## config.mk

```make
export PLATFORM = sky130hd
export DESIGN_NAME = result_accumulator
export DESIGN_NICKNAME = d
export VERILOG_FILES = /design/src/rtl/result_accumulator.sv
export SDC_FILE = /design/constraint.sdc
export NUM_CORES = 1
export LEC_CHECK = 0
export BUFFER_PORTS_ARGS = -buffer_cell sky130_fd_sc_hd__buf_2
export CAP_MARGIN = 20
export CELL_PAD_IN_SITES_DETAIL_PLACEMENT = 0
export CELL_PAD_IN_SITES_GLOBAL_PLACEMENT = 1
export CORE_MARGIN = 1
export CORE_UTILIZATION = 39
export DETAILED_ROUTE_END_ITERATION = 10
export GPL_TIMING_DRIVEN = 0
export PLACE_DENSITY = 0.81
export SETUP_SLACK_MARGIN = 0.2
export SYNTH_ARGS = -nofsm -noshare
export SYNTH_HDL_FRONTEND = slang
export SYNTH_SLANG_ARGS = --single-unit
```

## constraint.sdc

```tcl
create_clock -name clk -period 2.2 [get_ports clk]
set_clock_uncertainty 0.2 [all_clocks]
set_input_delay 0.11 -clock clk [delete_from_list [all_inputs] [get_ports clk]]
set_output_delay 0.11 -clock clk [all_outputs]
set_load 0.005 [all_outputs]
```

## src/rtl/result_accumulator.sv

```systemverilog
`default_nettype none
// ============================================================================
// Module      : result_accumulator
// Description : Sums BATCH upstream results per batch, counts addition-mode
//               results and presents the total with a valid/ready handshake.
//               Optional macro ACC_SATURATE_EN makes the total saturate.
// Revision    : 1.0 - initial release
// ============================================================================
module result_accumulator #(
  parameter int ACC_W = 8,
  parameter int BATCH = 8
) (
  input  logic             clk,
  input  logic             rst_n,
  input  logic             in_valid,
  output logic             in_ready,
  input  logic [5:0]       in_result,
  input  logic             in_op,
  input  logic             clear,
  output logic             out_valid,
  input  logic             out_ready,
  output logic [ACC_W-1:0] out_acc,
  output logic [3:0]       out_add_cnt,
  output logic             out_sat
);

  typedef enum logic [1:0] {
    IDLE  = 2'd0,
    ACCUM = 2'd1,
    DONE  = 2'd2
  } state_t;

  state_t           r_state, w_state_nxt;
  logic [ACC_W-1:0] r_acc, w_acc_nxt, w_sum;
  logic [3:0]       r_cnt, w_cnt_nxt;
  logic [3:0]       r_add_cnt, w_add_nxt;
  logic             r_sat, w_sat_nxt;
  logic             w_accept, w_ovf;

`ifdef ACC_SATURATE_EN
  logic [ACC_W:0] w_sum_ext;
  assign w_sum_ext = {1'b0, r_acc} + {{(ACC_W-5){1'b0}}, in_result};
  assign w_ovf     = w_sum_ext[ACC_W];
  assign w_sum     = w_ovf ? {ACC_W{1'b1}} : w_sum_ext[ACC_W-1:0];
`else
  assign w_sum = r_acc + {{(ACC_W-6){1'b0}}, in_result};
  assign w_ovf = 1'b0;
`endif

  assign in_ready = (r_state != DONE) && !clear;
  assign w_accept = in_valid && in_ready;

  // clear wins over both the output handshake and any accept
  always_comb begin
    w_state_nxt = r_state;
    w_acc_nxt   = r_acc;
    w_cnt_nxt   = r_cnt;
    w_add_nxt   = r_add_cnt;
    w_sat_nxt   = r_sat;
    if (clear || (r_state == DONE && out_ready)) begin
      w_state_nxt = IDLE;
      w_acc_nxt   = '0;
      w_cnt_nxt   = '0;
      w_add_nxt   = '0;
      w_sat_nxt   = 1'b0;
    end else if (w_accept) begin
      w_acc_nxt   = w_sum;
      w_cnt_nxt   = r_cnt + 4'd1;
      w_add_nxt   = r_add_cnt + {3'b000, in_op};
      w_sat_nxt   = r_sat | w_ovf;
      w_state_nxt = (r_cnt == 4'(BATCH-1)) ? DONE : ACCUM;
    end
  end

  always_ff @(posedge clk or negedge rst_n) begin
    if (!rst_n) begin
      r_state   <= IDLE;
      r_acc     <= '0;
      r_cnt     <= '0;
      r_add_cnt <= '0;
      r_sat     <= 1'b0;
    end else begin
      r_state   <= w_state_nxt;
      r_acc     <= w_acc_nxt;
      r_cnt     <= w_cnt_nxt;
      r_add_cnt <= w_add_nxt;
      r_sat     <= w_sat_nxt;
    end
  end

  assign out_valid   = (r_state == DONE);
  assign out_acc     = out_valid ? r_acc : '0;
  assign out_add_cnt = out_valid ? r_add_cnt : 4'd0;
  assign out_sat     = r_sat;

endmodule
`default_nettype wire

```

Word level (Yosys, flattened, before mapping)

Cells that the tools add are included.
Widths: inputs -> output; s select.

Flip-flop bits (word level): 18
Bits in latches: 0
RAM bits: 0
ROM bits: 0
Output and inout bits: 15
Memories kept: 0

Add/sub/neg operators: 3
$mul: 0
Divide/modulo/power cells: 0
$lt $le $gt $ge: 0
Equality and inequality tests: 3
Shifts and indexed selects: 0
Multiplexer cells: 11
Bitwise gates (word level): 0
Reduce and logical (&&, ||, !) cells: 6

Operators with widths:

| cell                | count |
|---|---|
| $mux 8              | 3 |
| $mux 4              | 5 |
| $add 8x6->8         | 1 |
| $mux 2              | 3 |
| $add 4x1->4         | 1 |
| $add 4x1->4 const B | 1 |
| $eq 4x3->1 const B  | 1 |
| $logic_and 1x1->1   | 3 |
| $eq 2x2->1 const B  | 1 |
| $ne 2x2->1 const B  | 1 |
| $reduce_bool 2->1   | 1 |
| $logic_not 1->1     | 1 |
| $logic_or 1x1->1    | 1 |

Depth between registers and ports, before layout

Word-level depth: 5
Depth in mapped cells: 6

Worst setup path after synthesis

No wires, ideal clock.

Kind: flip-flop to flip-flop
From: register r_acc[0]
To: register r_acc[6]
Library setup time: 0.130 ns
Data arrival time: 1.606 ns
Data required time: 1.870 ns
Path slack: 0.265 ns
Cell stages (with the launch flop): 7
Buffers on the path: 0
Cell sequence: dfrtp_1 > ha_1 > fa_1 > a211o_1 > a21boi_0 > or4_1 > a21oi_1

Cells in the longest elaborated chain, start to end: 3

RTL lines:

| element                | line | source |
|---|---|---|
| from (decl)            | 34   | `logic [ACC_W-1:0] r_acc, w_acc_nxt, w_sum;` |
| from (signal assigned) | 84   | `r_acc <= w_acc_nxt;` |
| $add 8x6->8            | 46   | `assign w_sum = r_acc + {{(ACC_W-6){1'b0}}, in_result};` |
| $mux 8                 | 66   | `end else if (w_accept) begin` |
| $mux 8                 | 60   | `if (clear \|\| (r_state == DONE && out_ready)) begin` |

No other way between the ends. The select of a mux whose other input is x is not followed.
A chain may end at the register's enable or synchronous reset.

Final worst setup path

Same ends and word-level chain as after synthesis.

==> metrics.md <==
| Metric | Value |
|---|---|
| CP endpoint kind | flip-flop |
| Global-route wire length before repair | 4.44 mm |
| Synthesized area | 0.00113 mm² |
| Die width | 55.9 µm |
| Hold WC Path Type | primary input to flip-flop |
| Synthesized-area fraction occupied by adder cells | 11.7% |
| Synth top area share | 39.8% |
| Post-Syn Nets | 141 |
| Arr. time, crit path | 1940 ps |
| Gr usage total | 18.0% |
| RSZ-0062 raised after global routing | yes |
| Top-Level Pins | 27 |
| Post-synth EDFFs | 0 |
| CP required | 2180 ps |
| Compound-cell area share of the yosys netlist | 19.4% |
| Htree depth | 1 |
| Hold Path Depth | 4 |
| Final slew viol count | 0 |
| Antenna diodes | 0 |
| Post-synthesis mux area share | 0% |
| Final Cycle Share | 88.8% |
| Share of cells above drive strength 1 | 26.6% |
| Crit path kind | flip-flop to flip-flop |
| Fin area | 0.00141 mm² |
| Setup crit start kind | flip-flop |
| DRT Pass-1 Iters | 4 |
| Flip-flop and latch count after synthesis | 18 |
| CTS Sinks | 18 |
| Initial Utilization | 41.1% |
| Crit path launch | r_acc[0]$_DFFE_PN0P_ |
| Wire per inst | 13.9 µm |
| Root buf cell | clkbuf_4 |
| Die area | 0.00312 mm² |
| Port bufs | 25 |
| Synth cell types | 34 |
| Status | finished clean |
| Via density | 5.57 |
| Post-synth top cells | dfrtp_1, and2_1, nand2_1 |
| Syn Inst Count | 119 |
| Area leader, netlist | dfrtp_1 |
| Worst vdd ir | 0.000327 V |
| Pleak | 0.728 nW |
| CTS tree | built |
| Num CTS Buffers | 3 |
| Skew-Pair Late Insertion Delay | 290 ps |
| Sequential share of the synthesized area | 39.8% |
| Die H | 55.9 µm |
| Starting DRT DRC Count | 20 |
| Hold Slack | 31.7 ps |
| Async S/R FF share, synth | 100% |
| Total negative slack | 0 ps |
| Reg2Reg Depth | 6 |
| Total wire length | 2.58 mm |
| Clk buf depth | 2 |
| Synth Area in XOR/XNOR | 3.09% |
| Flop-to-flop setup slack | 250 ps |
| Max_cap viols | 0 |
| Global route overflow | 0 |
| Hold EP | r_cnt[3]$_DFFE_PN0P_ |
| Worst-path maximum fanout | 3 |
| Cell Pwr Density | 538 mW/mm² |
| Worst-path clk slew | 110 ps |
| Row cnt | 19 |
| Via count | 1,030 |
| Worst reg2reg endpoint | r_acc[6]$_DFFE_PN0P_ |
| Core area | 0.00276 mm² |
| Top FF cell, synth | dfrtp_1 |
| Main combinational cell family by area after synthesis | simple AND/OR/NAND/NOR gates |
| Count leader, synth | dfrtp_1 |
| Beginning of the worst register-to-register path | r_acc[0]$_DFFE_PN0P_ |
| Detail Route Antenna Nets | 0 |
| DRC errors left | 0 |
| Hold_sp | out_ready |
| Fin. Hold Viols | 0 |
| Layout net count | 177 |
| Initial antenna violation count | 0 |
| Post-detail-place hpwl | 1.83 mm |
| Largest net degree at the start of global routing | 19 |
| Post-Place Cell Area | 0.00130 mm² |
| Vias in the first global route | 949 |
| Syn avg cell area | 9.52 µm² |
| Synthesis Warnings | 0 |
| Post-route minimum period | 1950 ps |
| F_max | 512 MHz |
| Final setup vio count | 0 |
| Synth Area in Simple Gates | 21.2% |
| Area contributors post-synth | dfrtp_1, ha_1, and2_1 |
| Routability cong. | 0.812 |
| Area growth syn-to-layout | 24.9% |
[stage by stage]
stage / utilization (%) / setup slack (ps) / std cells / power (mW)
after CTS: 49.9 / 166 / 183 / 0.758
after detailed placement: 47.0 / 33.0 / 175 / 0.537
after global routing: 51.3 / 165 / 185 / 0.807
final: 51.3 / 247 / 185 / 0.761
after global placement: 47.0 / 84.9 / 175 / 0.531
after floorplan: - / 265 / 119 / 0.485
[routing by layer]
metal	wire [µm]	global-route usage (%)	up-vias
li1	-	-	499
met1	1160	24.0	503
met2	1310	30.5	23
met3	79	2.79	5
met4	31	5.23	0
met5	0	0	-
[where the power goes]
part | switching, mW | internal (mW) | leakage (nW) | total, mW
Combinational | 0.0952 | 0.0854 | 0.464 | 0.181
Clock | 0.107 | 0.101 | 0.0210 | 0.208
Sequential | 0.0202 | 0.352 | 0.243 | 0.372
[layout make-up]
type | count | area [µm²]
flip-flops and latches | 18 | 450
plain buffers | 5 | 35.0
well taps | 31 | 38.8
clock buffers | 4 | 36.3
repair buffers | 31 | 180
multi-input cells | 91 | 654
fillers | 277 | 1340
inverters | 5 | 18.8
[state kept, by name, indices dropped and copies added (netlist names)]
register   flops
r_state        2
r_add_cnt      4
r_cnt          4
r_acc          8
[cell usage in the layout (no fill, tap or decap), types with 2 or more instances in the layout]
cell type / n
a211o_1: 2
a21oi_1: 4
a22o_1: 6
a32o_1: 2
and2_1: 11
buf_2: 26
buf_4: 4
clkbuf_4: 3
dfrtp_1: 18
dlygate4sd3_1: 4
ha_1: 8
inv_1: 5
nand2_1: 11
nand3_1: 6
nand4_1: 3
nor2_1: 7
o21ai_0: 7
o31ai_1: 2
or3_1: 3
xor2_1: 3
[worst max-delay path, stage by stage (launching register included)]
cell and delay, ps:
dfrtp_1 440, ha_4 190, fa_2 360, a211o_1 300, a21boi_2 160, or4_1 120, a21oi_1 60
[worst max-delay path by stage]
| stage | depth (start not counted) | endpoint |
|---|---|---|
| finish | 6 | r_acc[6]$_DFFE_PN0P_ |
| global route | 5 | r_acc[5]$_DFFE_PN0P_ |
| CTS | 6 | r_acc[6]$_DFFE_PN0P_ |
| detailed placement | 6 | r_acc[6]$_DFFE_PN0P_ |
| global placement | 6 | r_acc[6]$_DFFE_PN0P_ |
| floorplan | 6 | r_acc[6]$_DFFE_PN0P_ |
[logic make-up after synthesis]
group           count (synthesis)
simple gates                   45
compound gates                 31
flops                          18
buf+inv                        10
fa+ha+maj                      10
xor+xnor                        4
other cells                     1
[repair_timing]
action                                  CTS  global route
setup buffers                             0             2
endpoints found under the hold margin    21             0
hold buffers                              4             0
endpoints found under the setup margin   13            11
resized for setup                         3             7
Power figures use the tool's default switching activity.
